**src/rtl/mem_loader_pkg.sv**
```systemverilog
// mem_loader_pkg: shared types and default constants for the mem_loader slice.
//
// Contents:
//   ML_DEPTH, ML_WIDTH      memory geometry (32 words x 8 bits)
//   ML_START_ADDR           first address written by the incoming stream
//   ML_LOAD_END             last address the stream may write
//   ML_FILL_VALUE           pad byte for the tail region
//   mem_loader_state_t      loader FSM states
//
// Build option: MEM_LOADER_FILL_EN adds the FILL state, which pads the tail region.

package mem_loader_pkg;

    localparam int              ML_DEPTH      = 32;
    localparam int              ML_WIDTH      = 8;
    localparam int              ML_START_ADDR = 5;
    localparam int              ML_LOAD_END   = 19;
    localparam logic [7:0]      ML_FILL_VALUE = 8'hEF;

`ifdef MEM_LOADER_FILL_EN
    typedef enum logic [1:0] {
        ST_IDLE = 2'd0,
        ST_LOAD = 2'd1,
        ST_FILL = 2'd2,
        ST_DONE = 2'd3
    } mem_loader_state_t;
`else
    typedef enum logic [1:0] {
        ST_IDLE = 2'd0,
        ST_LOAD = 2'd1,
        ST_DONE = 2'd3
    } mem_loader_state_t;
`endif

endpackage

```
**src/rtl/mem_loader_if.sv**
```systemverilog
// mem_loader_if: byte stream (valid/ready) and read port between mem_loader and its neighbours.
//
// Signals:
//   in_valid  master->slave  stream byte valid
//   in_data   master->slave  stream byte
//   in_last   master->slave  final byte of the stream
//   in_ready  slave->master  loader accepts a byte this cycle
//   rd_addr   master->slave  read address
//   rd_data   slave->master  registered read data (one cycle after rd_addr)

interface mem_loader_if #(
    parameter int WIDTH = 8,
    parameter int AW    = 5
);

    logic             in_valid;
    logic [WIDTH-1:0] in_data;
    logic             in_last;
    logic             in_ready;
    logic [AW-1:0]    rd_addr;
    logic [WIDTH-1:0] rd_data;

    // Upstream producer / downstream reader side.
    modport master (
        output in_valid, in_data, in_last, rd_addr,
        input  in_ready, rd_data
    );

    // Loader side.
    modport slave (
        input  in_valid, in_data, in_last, rd_addr,
        output in_ready, rd_data
    );

endinterface

```
**src/rtl/mem_loader_ram.sv**
```systemverilog
// mem_loader_ram: DEPTH x WIDTH storage with one write port and one registered read port.
//
// Ports:
//   clk, rst_n  clock; asynchronous active-low clear of every word and of rdata
//   we, waddr, wdata   write port, written at the rising edge
//   raddr, rdata       read port, rdata = mem[raddr] one cycle later
// A read and a write to the same address in the same cycle return the old word.

module mem_loader_ram #(
    parameter  int DEPTH = 32,
    parameter  int WIDTH = 8,
    localparam int AW    = $clog2(DEPTH)
) (
    input  logic             clk,
    input  logic             rst_n,
    input  logic             we,
    input  logic [AW-1:0]    waddr,
    input  logic [WIDTH-1:0] wdata,
    input  logic [AW-1:0]    raddr,
    output logic [WIDTH-1:0] rdata
);

    logic [WIDTH-1:0] mem [DEPTH];

    // NOTE: the array is built from resettable flops rather than a RAM macro because
    // the memory must read back as all-zero after reset; a macro cannot be cleared this way.
    always_ff @(posedge clk or negedge rst_n) begin
        if (!rst_n) begin
            for (int i = 0; i < DEPTH; i++) begin
                mem[i] <= '0;
            end
            rdata <= '0;
        end else begin
            if (we) begin
                mem[waddr] <= wdata;
            end
            // Sampled before this edge's write lands, so a same-address
            // read/write returns the previous contents.
            rdata <= mem[raddr];
        end
    end

endmodule

```
**src/rtl/mem_loader.sv**
```systemverilog
// mem_loader: fills a DEPTH x WIDTH memory from a byte stream, optionally pads the tail,
// then serves reads.
//
// Ports:
//   clk, rst_n   clock; asynchronous active-low reset (returns to IDLE, clears memory)
//   start        one-cycle request to begin a load (honoured in IDLE and DONE only)
//   bus          mem_loader_if.slave: stream in_valid/in_data/in_last/in_ready,
//                read port rd_addr/rd_data
//   busy         high while loading or filling
//   done         high once the load (and fill) has completed, until the next start
//   load_count   bytes accepted in the current or last load
//
// Build option: MEM_LOADER_FILL_EN. When defined, LOAD is followed by FILL, which writes
// FILL_VALUE to LOAD_END+1 .. DEPTH-1. When undefined, LOAD goes straight to DONE and
// the tail region keeps its previous contents.

module mem_loader
    import mem_loader_pkg::*;
#(
    parameter int DEPTH      = ML_DEPTH,
    parameter int WIDTH      = ML_WIDTH,
    parameter int START_ADDR = ML_START_ADDR,
    parameter int LOAD_END   = ML_LOAD_END
`ifdef MEM_LOADER_FILL_EN
    ,
    parameter logic [WIDTH-1:0] FILL_VALUE = ML_FILL_VALUE
`endif
) (
    input  logic                       clk,
    input  logic                       rst_n,
    input  logic                       start,
    mem_loader_if.slave                bus,
    output logic                       busy,
    output logic                       done,
    output logic [$clog2(DEPTH+1)-1:0] load_count
);

    localparam int AW = $clog2(DEPTH);
    localparam int CW = $clog2(DEPTH+1);

    mem_loader_state_t state, state_nxt;
    logic [AW-1:0]     wr_addr, wr_addr_nxt;
    logic [CW-1:0]     count_nxt;
    logic              wr_en;
    logic [WIDTH-1:0]  wr_data;
    logic              accept;

    // Status outputs decode straight from the state register; IDLE gives the all-zero reset values.
    assign bus.in_ready = (state == ST_LOAD);
    assign done         = (state == ST_DONE);
`ifdef MEM_LOADER_FILL_EN
    assign busy         = (state == ST_LOAD) || (state == ST_FILL);
`else
    assign busy         = (state == ST_LOAD);
`endif

    assign accept = bus.in_valid & bus.in_ready;

    // NOTE: state is written with non-blocking assignments so every flop samples the
    // pre-edge values; blocking assignments here would create order-dependent races.
    always_ff @(posedge clk or negedge rst_n) begin
        if (!rst_n) begin
            state      <= ST_IDLE;
            wr_addr    <= '0;
            load_count <= '0;
        end else begin
            state      <= state_nxt;
            wr_addr    <= wr_addr_nxt;
            load_count <= count_nxt;
        end
    end

    // NOTE: every signal driven here gets a default first, so no path leaves one
    // unassigned and no latch is inferred.
    always_comb begin
        state_nxt   = state;
        wr_addr_nxt = wr_addr;
        count_nxt   = load_count;
        wr_en       = 1'b0;
        wr_data     = bus.in_data;

        case (state)
            ST_IDLE, ST_DONE: begin
                if (start) begin
                    state_nxt   = ST_LOAD;
                    wr_addr_nxt = AW'(START_ADDR);
                    count_nxt   = '0;
                end
            end

            ST_LOAD: begin
                if (accept) begin
                    wr_en       = 1'b1;
                    wr_addr_nxt = wr_addr + AW'(1);
                    count_nxt   = load_count + CW'(1);
                    // Either the producer ends the stream or the load window is full.
                    if (bus.in_last || (wr_addr == AW'(LOAD_END))) begin
`ifdef MEM_LOADER_FILL_EN
                        state_nxt   = ST_FILL;
                        wr_addr_nxt = AW'(LOAD_END + 1);
`else
                        state_nxt   = ST_DONE;
`endif
                    end
                end
            end

`ifdef MEM_LOADER_FILL_EN
            ST_FILL: begin
                wr_en       = 1'b1;
                wr_data     = FILL_VALUE;
                wr_addr_nxt = wr_addr + AW'(1);
                if (wr_addr == AW'(DEPTH - 1)) begin
                    state_nxt = ST_DONE;
                end
            end
`endif

            default: begin
                state_nxt = ST_IDLE;
            end
        endcase
    end

    mem_loader_ram #(
        .DEPTH (DEPTH),
        .WIDTH (WIDTH)
    ) u_ram (
        .clk   (clk),
        .rst_n (rst_n),
        .we    (wr_en),
        .waddr (wr_addr),
        .wdata (wr_data),
        .raddr (bus.rd_addr),
        .rdata (bus.rd_data)
    );

endmodule

```
**src/flat_wrapper.sv**
```systemverilog
// flat-port wrapper written by rule: the top's interface ports become plain ports
module mem_loader_flat import mem_loader_pkg::*;
#(
    parameter int DEPTH      = ML_DEPTH,
    parameter int WIDTH      = ML_WIDTH,
    parameter int START_ADDR = ML_START_ADDR,
    parameter int LOAD_END   = ML_LOAD_END

)
  (clk, rst_n, start, busy, done, load_count, bus_in_valid, bus_in_data, bus_in_last, bus_rd_addr, bus_in_ready, bus_rd_data);
  mem_loader_if #(.WIDTH(WIDTH), .AW(($clog2(ML_DEPTH)))) bus_i ();
  input  logic clk;
  input  logic rst_n;
  input  logic start;
  output logic busy;
  output logic done;
  output logic [$clog2(DEPTH+1)-1:0] load_count;
  input wire logic [$bits(bus_i.in_valid)-1:0] bus_in_valid;
  input wire logic [$bits(bus_i.in_data)-1:0] bus_in_data;
  input wire logic [$bits(bus_i.in_last)-1:0] bus_in_last;
  input wire logic [$bits(bus_i.rd_addr)-1:0] bus_rd_addr;
  output wire logic [$bits(bus_i.in_ready)-1:0] bus_in_ready;
  output wire logic [$bits(bus_i.rd_data)-1:0] bus_rd_data;
  assign bus_i.in_valid = bus_in_valid;
  assign bus_i.in_data = bus_in_data;
  assign bus_i.in_last = bus_in_last;
  assign bus_i.rd_addr = bus_rd_addr;
  assign bus_in_ready = bus_i.in_ready;
  assign bus_rd_data = bus_i.rd_data;
  mem_loader #(.DEPTH(DEPTH), .WIDTH(WIDTH), .START_ADDR(START_ADDR), .LOAD_END(LOAD_END)) u_core (.clk(clk), .rst_n(rst_n), .start(start), .bus(bus_i), .busy(busy), .done(done), .load_count(load_count));
endmodule
```
**config.mk**
```make
export PLATFORM = sky130hd
export DESIGN_NAME = mem_loader_flat
export DESIGN_NICKNAME = d
export VERILOG_FILES = /design/src/rtl/mem_loader_pkg.sv /design/src/rtl/mem_loader_if.sv /design/src/rtl/mem_loader_ram.sv /design/src/rtl/mem_loader.sv /design/src/flat_wrapper.sv
export SDC_FILE = /design/constraint.sdc
export NUM_CORES = 1
export LEC_CHECK = 0
export CAP_MARGIN = 10
export CELL_PAD_IN_SITES_DETAIL_PLACEMENT = 0
export CELL_PAD_IN_SITES_GLOBAL_PLACEMENT = 1
export CORE_MARGIN = 2
export CORE_UTILIZATION = 33
export DETAILED_ROUTE_END_ITERATION = 10
export PLACE_DENSITY = 0.52
export SYNTH_ARGS = -nofsm -noshare
export SYNTH_HDL_FRONTEND = slang
export SYNTH_HIERARCHICAL = 1
export SYNTH_SLANG_ARGS = --single-unit
```
**constraint.sdc**
```tcl
create_clock -name clk -period 3.9 [get_ports clk]
set_input_delay 0.78 -clock clk [delete_from_list [all_inputs] [get_ports clk]]
set_output_delay 0.78 -clock clk [all_outputs]
set_load 0.02 [all_outputs]
```
==> impl_metrics.env <==
export IMPL_post_route_min_period_ns=2.84
export IMPL_number_of_vias_in_the_routed_layout=7086
export IMPL_post_drt_via_cell_ratio=5.18
export IMPL_max_slew_vio_count=0
export IMPL_hold_path_class="input port to asynchronous set/reset pin"
export IMPL_kind_of_critical_path="flip-flop to output pin"
export IMPL_layout_cells_most_common="sky130_fd_sc_hd__dfrtp_1"
export IMPL_cp_max_fo=15
export IMPL_r2r_setup_slack_ns=1.31
export IMPL_place_detailed_hpwl_um=21100
export IMPL_drc_errors=0
export IMPL_finalWorstSetupSlack_ns=1.06
export IMPL_final_cell_mix="277 x sky130_fd_sc_hd__dfrtp_1, 268 x sky130_fd_sc_hd__mux2_2, 80 x sky130_fd_sc_hd__mux4_2, 37 x sky130_fd_sc_hd__clkbuf_16"
export IMPL_grt_max_degree=98
export IMPL_timing_critical_path_slowest_stage_cell="sky130_fd_sc_hd__clkdlybuf4s50_1"
export IMPL_vdd_ir_drop_worst_mv=0.274
export IMPL_clock_tree_buf_depth=3
export IMPL_data_required_time_at_the_worst_endpoint_ns=3.12
export IMPL_critical_path_n_buffers_inverters=3
export IMPL_rr_worst_depth=6
export IMPL_drtIter0Drc=294
export IMPL_clkSinkCount=277
export IMPL_die_extent_in_x_um=200
export IMPL_synth_ff_latch_count=277
export IMPL_leakagePower_nw=6.79
export IMPL_reg2reg_from="u_core/state[1]$_DFFE_PN0P_"
export IMPL_die_area_mm2=0.0401
export IMPL_cts_htree_levels=2
export IMPL_cts_setup_buffers=0
export IMPL_synth_seq_area_share=0.545
export IMPL_antenna_found_initial=0
export IMPL_routedWlPerCell_um=23.4
export IMPL_io_pin_count=35
export IMPL_slew_limit_headroom=0.532
export IMPL_synthDistinctLibCells=41
export IMPL_worstSkewPairLatency_ns=0.51
export IMPL_post_route_period_util=0.728
export IMPL_layout_cells_sized_above_1=0.523
export IMPL_port_buffers=34
export IMPL_grtUsageTotal=0.164
export IMPL_total_placed_cells_including_tap_cells=1310
export IMPL_globalRoute_totalOverflow=0
export IMPL_n_antenna_cell=0
export IMPL_final_setup_skew_ns=0.0154
export IMPL_syn_cell_area_mm2=0.0127
export IMPL_cts_reportedPaths_clkPinSlew_ns=0.06
export IMPL_layout_cells_non_filler=1369
export IMPL_cp_data_arrival_time_ns=2.06
export IMPL_rsz0062_at_grt="no"
export IMPL_worst_slew_pin_slew_ns=0.700
export IMPL_cts_tree="yes"
export IMPL_pre_cts_ws_ns=0.546
export IMPL_chipHeight_um=200
export IMPL_max_clock_freq_mhz=352
export IMPL_fin_hold_ws_ns=0.200
export IMPL_resized_cells_post_cts=0
export IMPL_power_density_mw_per_mm2=602
export IMPL_drt_pass1_iterations=6
export IMPL_hold_viol=0
export IMPL_path_depth=4
export IMPL_synthToLayoutAreaGrowth_pct=16.8
export IMPL_post_cts_hold_buffer_count=0
export IMPL_sum_neg_setup_slack_ns=0
export IMPL_number_of_enable_flip_flop_cells_after_synthesis=0
export IMPL_gp_congestion=0.718
export IMPL_drt_antenna_violating_nets=0
export IMPL_crit_family="buffers and inverters"
export IMPL_synth_async_sr_flop_share=1.00
export IMPL_worstSetupStartpointType="flip-flop"
export IMPL_tritoncts_buffer_count=34
export IMPL_start_util=0.336
export IMPL_finalPower_w=0.00894
export IMPL_finalNetCount=858
export IMPL_wire_length_of_the_first_global_routing_pass_um=50000
export IMPL_placementRows=71
export IMPL_mappedNetlistNets=810
export IMPL_syn_mean_instance_area_um2=16.2
export IMPL_outcome="complete, no violations"
export IMPL_crit_path_cell_trace="inv_1 > ha_1 > buf_4 > clkdlybuf4s50_1"
export IMPL_postSynth_topFlopCell="sky130_fd_sc_hd__dfrtp_1"
export IMPL_vias_in_the_first_global_route=7985
export IMPL_ctsRootBufferMaster="sky130_fd_sc_hd__clkbuf_16"
export IMPL_cpPeakStageDelay_ns=0.64
export IMPL_finalWirelength_um=32100
export IMPL_endpoint_kind="output pin"
export IMPL_synth_cells=787
export IMPL_setup_violations=0
export IMPL_synth_warning_count=6
export IMPL_r2r_end="u_core/u_ram/mem[153]$_DFFE_PN0P_"
export IMPL_core_area_mm2=0.0378
export IMPL_maxCapViolations=0
[how the worst max path moves through the flow]
stage | start | end | slack [ns]
floorplan | u_core/state[1]$_DFFE_PN0P_ | u_core/u_ram/mem[152]$_DFFE_PN0P_ | 1.06
global placement | bus_in_valid | u_core/u_ram/mem[152]$_DFFE_PN0P_ | 0.58
detailed placement | bus_in_valid | u_core/u_ram/mem[157]$_DFFE_PN0P_ | 0.55
CTS | u_core/state[1]$_DFFE_PN0P_ | busy | 1.02
global route | u_core/state[1]$_DFFE_PN0P_ | busy | 0.99
finish | u_core/state[1]$_DFFE_PN0P_ | busy | 1.06
[Yosys cell counts (2+ instances only)]
master | n | share of area
sky130_fd_sc_hd__buf_4 | 2 | 0.0012
sky130_fd_sc_hd__nand4b_1 | 2 | 0.0014
sky130_fd_sc_hd__ha_1 | 5 | 0.0049
sky130_fd_sc_hd__o31ai_1 | 2 | 0.0012
sky130_fd_sc_hd__nor2_2 | 4 | 0.0020
sky130_fd_sc_hd__nand2b_1 | 2 | 0.00098
sky130_fd_sc_hd__or4_1 | 2 | 0.0012
sky130_fd_sc_hd__nand3_1 | 2 | 0.00079
sky130_fd_sc_hd__mux2i_1 | 5 | 0.0039
sky130_fd_sc_hd__o31a_1 | 5 | 0.0034
sky130_fd_sc_hd__nor4_1 | 3 | 0.0015
sky130_fd_sc_hd__nand4_1 | 2 | 0.00098
sky130_fd_sc_hd__dfrtp_1 | 277 | 0.55
sky130_fd_sc_hd__nor3_1 | 2 | 0.00079
sky130_fd_sc_hd__a31oi_1 | 5 | 0.0025
sky130_fd_sc_hd__buf_6 | 7 | 0.0062
sky130_fd_sc_hd__and3b_1 | 2 | 0.0014
sky130_fd_sc_hd__clkbuf_1 | 39 | 0.012
sky130_fd_sc_hd__buf_1 | 6 | 0.0018
sky130_fd_sc_hd__mux4_2 | 80 | 0.14
sky130_fd_sc_hd__inv_1 | 6 | 0.0018
sky130_fd_sc_hd__a21oi_1 | 2 | 0.00079
sky130_fd_sc_hd__buf_2 | 3 | 0.0012
sky130_fd_sc_hd__nand3b_1 | 5 | 0.0030
sky130_fd_sc_hd__mux2_2 | 268 | 0.24
sky130_fd_sc_hd__nor2_1 | 12 | 0.0035
sky130_fd_sc_hd__nand2_1 | 20 | 0.0059
sky130_fd_sc_hd__nor3b_1 | 4 | 0.0024
[where the power goes]
group | leakage, nW | total, W | switching, W | internal (W)
combinational | 2.51 | 0.00189 | 0.000802 | 0.00109
sequential | 3.73 | 0.00395 | 0.000393 | 0.00356
clock | 0.559 | 0.00310 | 0.00118 | 0.00192
[layer usage]
metal | GRT usage | part of all wire
met5 | 0 | 0
met4 | 0.0360 | 0.015
met3 | 0.0259 | 0.038
met2 | 0.265 | 0.48
met1 | 0.232 | 0.47
[cell type report]
cell class / instances / area [um2]
clock buffer: 50 / 1040
clock inverter: 9 / 70.1
fill: 3512 / 23000
inverter: 7 / 26.3
multi-input combinational: 446 / 5480
sequential: 277 / 6930
tap: 511 / 639
timing repair buffer: 69 / 663
[kinds of logic (layout without fill, tap and decap cells)]
group                    Yosys count  after routing  synth area share
flip-flops                       277            277             0.545
AO/OA/AOI/OAI                     16             16           0.00974
buffers and inverters             64            135            0.0239
adder cells (fa/ha/maj)            5              5           0.00492
multiplexers                     354            354             0.384
AND/OR/NAND/NOR                   71             71            0.0325
[flip-flops by register name (all words and copies together), names as in the netlist]
name,flops
u_core/load_count,6
u_core/state,2
u_core/u_ram/mem,256
u_core/u_ram/rdata,8
u_core/wr_addr,5
[stage by stage]
| step | utilization | area [um2] |
|---|---|---|
| final | 0.393 | 14900 |
| after global routing | 0.393 | 14900 |
| after CTS | 0.393 | 14900 |
| after detailed placement | 0.363 | 13700 |
| after global placement | 0.363 | 13700 |
| after floorplan | - | 12700 |
Power figures use the tool's default switching activity.
==> patch: new RTL, same flow settings <==
`ML_WIDTH`: 8 -> 10. Comments in the files are not updated.
--- a/src/rtl/mem_loader_pkg.sv
+++ b/src/rtl/mem_loader_pkg.sv
@@ -14,3 +14,3 @@
     localparam int              ML_DEPTH      = 32;
-    localparam int              ML_WIDTH      = 8;
+    localparam int              ML_WIDTH      = 10;
     localparam int              ML_START_ADDR = 5;
Interface: changed (resized bus_in_data and bus_rd_data); port bits go from 35 to 39. No check against the original RTL was run, so the function may have changed too.
==> patch against the unedited design <==
- final cell count increased by 40%
- clock skew decreased by 0.0058 ns
- worst setup slack improved by 0.037 ns
- critical endpoint is now bus_in_ready
- maximum frequency increased by 1.3%
- largest cell class unchanged
- count of clock-buffer cells in the layout increased by 18
- routed wire length increased by 38%
- core utilization decreased by 0.42 points
- hold slack improved by 0.078 ns
- critical path depth unchanged
- total power increased by 25%
- area after synthesis increased by 28%
- cell area increased by 27%
- clock power increased by 29%
- sequential cell count increased by 66
==> patch: results (changes against the unedited design) <==
| Metric | Value |
|---|---|
| Share of layout cells above drive strength 1 | `38.9% (-13 points)` |
| Synthesis warning total | `6 (unchanged)` |
| Drt pass-1 iters | `4 (-2)` |
| Reg2Reg Setup Slack | `1.21 ns (-0.10 ns)` |
| Vias | `9782 (+38%)` |
| Worst-Skew Late Latency | `0.56 ns (+0.05 ns)` |
| Global-route wire length before repair | `67700 um (+35%)` |
| Distinct cells, synth | `51 (+24%)` |
| TritonCTS buffer count | `42 (+24%)` |
| Worst vdd ir | `0.000332 V (+21%)` |
| Post-synth ARST share | `100% (unchanged)` |
| Worst reg-to-reg path cell count | `7 (+1)` |
| Diode count | `0 (unchanged)` |
| Status | `completed` |
| Worst-path clk slew | `0.06 ns (about the same)` |
| Maximum number of pins on one net before global-route repair | `95 (-3.1%)` |
| Post-CTS setup buffer count | `0 (unchanged)` |
| Number of global-route vias before repair | `10200 (+28%)` |
| Worst min-delay path category | `input pin to asynchronous set/reset pin` |
| Layout fillers | `4624 (+32%)` |
| Initial antenna violation count | `0 (unchanged)` |
| Worst slew margin | `27.3% (-26 points)` |
| TNS Setup | `0 ns (unchanged)` |
| GRT Util Overall | `18.0% (+1.6 points)` |
| Max FO, Critical Path | `16 (+1)` |
| H-tree levels | `2 (unchanged)` |
| Syn_nets | `1199 (+48%)` |
| Final HPWL DP | `28500 um (+36%)` |
| Static leakage | `9.22 nW (+36%)` |
| Post-CTS sizing | `0 (unchanged)` |
| Gpl congestion | `0.727 (+1.2%)` |
| Drt wl/cell | `23.0 um (-1.9%)` |
| R2R Path End | `u_core/u_ram/mem[114]$_DFFE_PN0P_` |
| Fmax | `0.357 GHz (+1.3%)` |
| Pre-CTS setup slack | `0.703 ns (+0.157 ns)` |
| Longest Clk Path Bufs | `3 (unchanged)` |
| DRT iter0 DRCs | `522 (+78%)` |
| Synth top cells by count | `343 x dfrtp_1, 309 x mux2_2, 165 x mux2i_1` |
| FF-to-FF Start | `u_core/state[1]$_DFFE_PN0P_` |
| Critical Path AT | `2.02 ns (-0.04 ns)` |
| Synth area leaders | `dfrtp_1 53%, mux2_2 21%, mux2i_1 10%` |
| Clk_skew | `0.00961 ns (-0.00582 ns)` |
| Port-buffer cells | `38 (+12%)` |
| Seq/Total Area, Yosys | `52.9% (-1.6 points)` |
| Largest registers | `u_core/u_ram/mem: 320 flops, u_core/u_ram/rdata: 10 flops, u_core/load_count: 6 flops` |
| CTS root buf | `clkbuf_16` |
## patch: area by class of cell
type / count / area [um^2] / area share, %
Multi-Input combinational cell: 740 / 7210 / 38.1
Timing Repair Buffer: 90 / 843 / 4.45
Clock inverter: 8 / 92.6 / 0.489
Inverter: 7 / 26.3 / 0.139
Clock buffer: 68 / 1340 / 7.09
Tap cell: 664 / 831 / 4.39
Sequential cell: 343 / 8580 / 45.3
## patch: kinds of logic (layout without fill, tap and decap cells)
logic type,after synthesis,in the layout,synth area share (%)
flops,343,343,52.9
simple gates,139,139,6.27
fa+ha+maj,5,5,0.386
mux,490,490,33.0
buf+inv,91,173,2.72
compound gates,106,106,4.70
## patch: where the power goes
part	switching, mW	leakage [nW]	internal (mW)
clock network	1.51	0.708	2.48
registers	0.497	4.61	4.40
logic	1.09	3.90	1.20
## patch: critical path, stage by stage (launching register included)
cell,delay (ns)
dfrtp_1,0.42
inv_1,0.07
ha_1,0.13
buf_4,0.21
clkdlybuf4s50_1,0.64
## patch: layer usage
metal  track usage [%]  share of wire (%)  up-vias
met5                 0                  0        -
met4              4.91                2.2        0
met3              3.12                3.8       58
met2              27.3                 45      148
met1              26.3                 49     5162
li1                  -                  -     4414
## patch: through the flow
stage	std cells	power, mW	hold slack [ns]	utilization (%)	area (um^2)
floorplan	1174	6.50	0.457	-	16200
global placement	1844	7.22	0.470	35.9	17500
detailed placement	1844	7.27	0.476	35.9	17500
CTS	1920	11.4	0.297	38.8	18900
global route	1920	11.8	0.326	38.8	18900
finish	1920	11.2	0.278	38.8	18900
## patch: worst max-delay path by stage
stage / startpoint / end / cells after the start
2_1_floorplan: u_core/state[1]$_DFFE_PN0P_ / u_core/u_ram/mem[190]$_DFFE_PN0P_ / 8
5_1_grt: u_core/state[1]$_DFFE_PN0P_ / busy / 4
3_3_place_gp: bus_in_valid / u_core/u_ram/mem[313]$_DFFE_PN0P_ / 5
3_5_place_dp: bus_in_valid / u_core/u_ram/mem[118]$_DFFE_PN0P_ / 5
6_report: u_core/state[1]$_DFFE_PN0P_ / bus_in_ready / 4
4_1_cts: u_core/state[1]$_DFFE_PN0P_ / bus_in_ready / 4
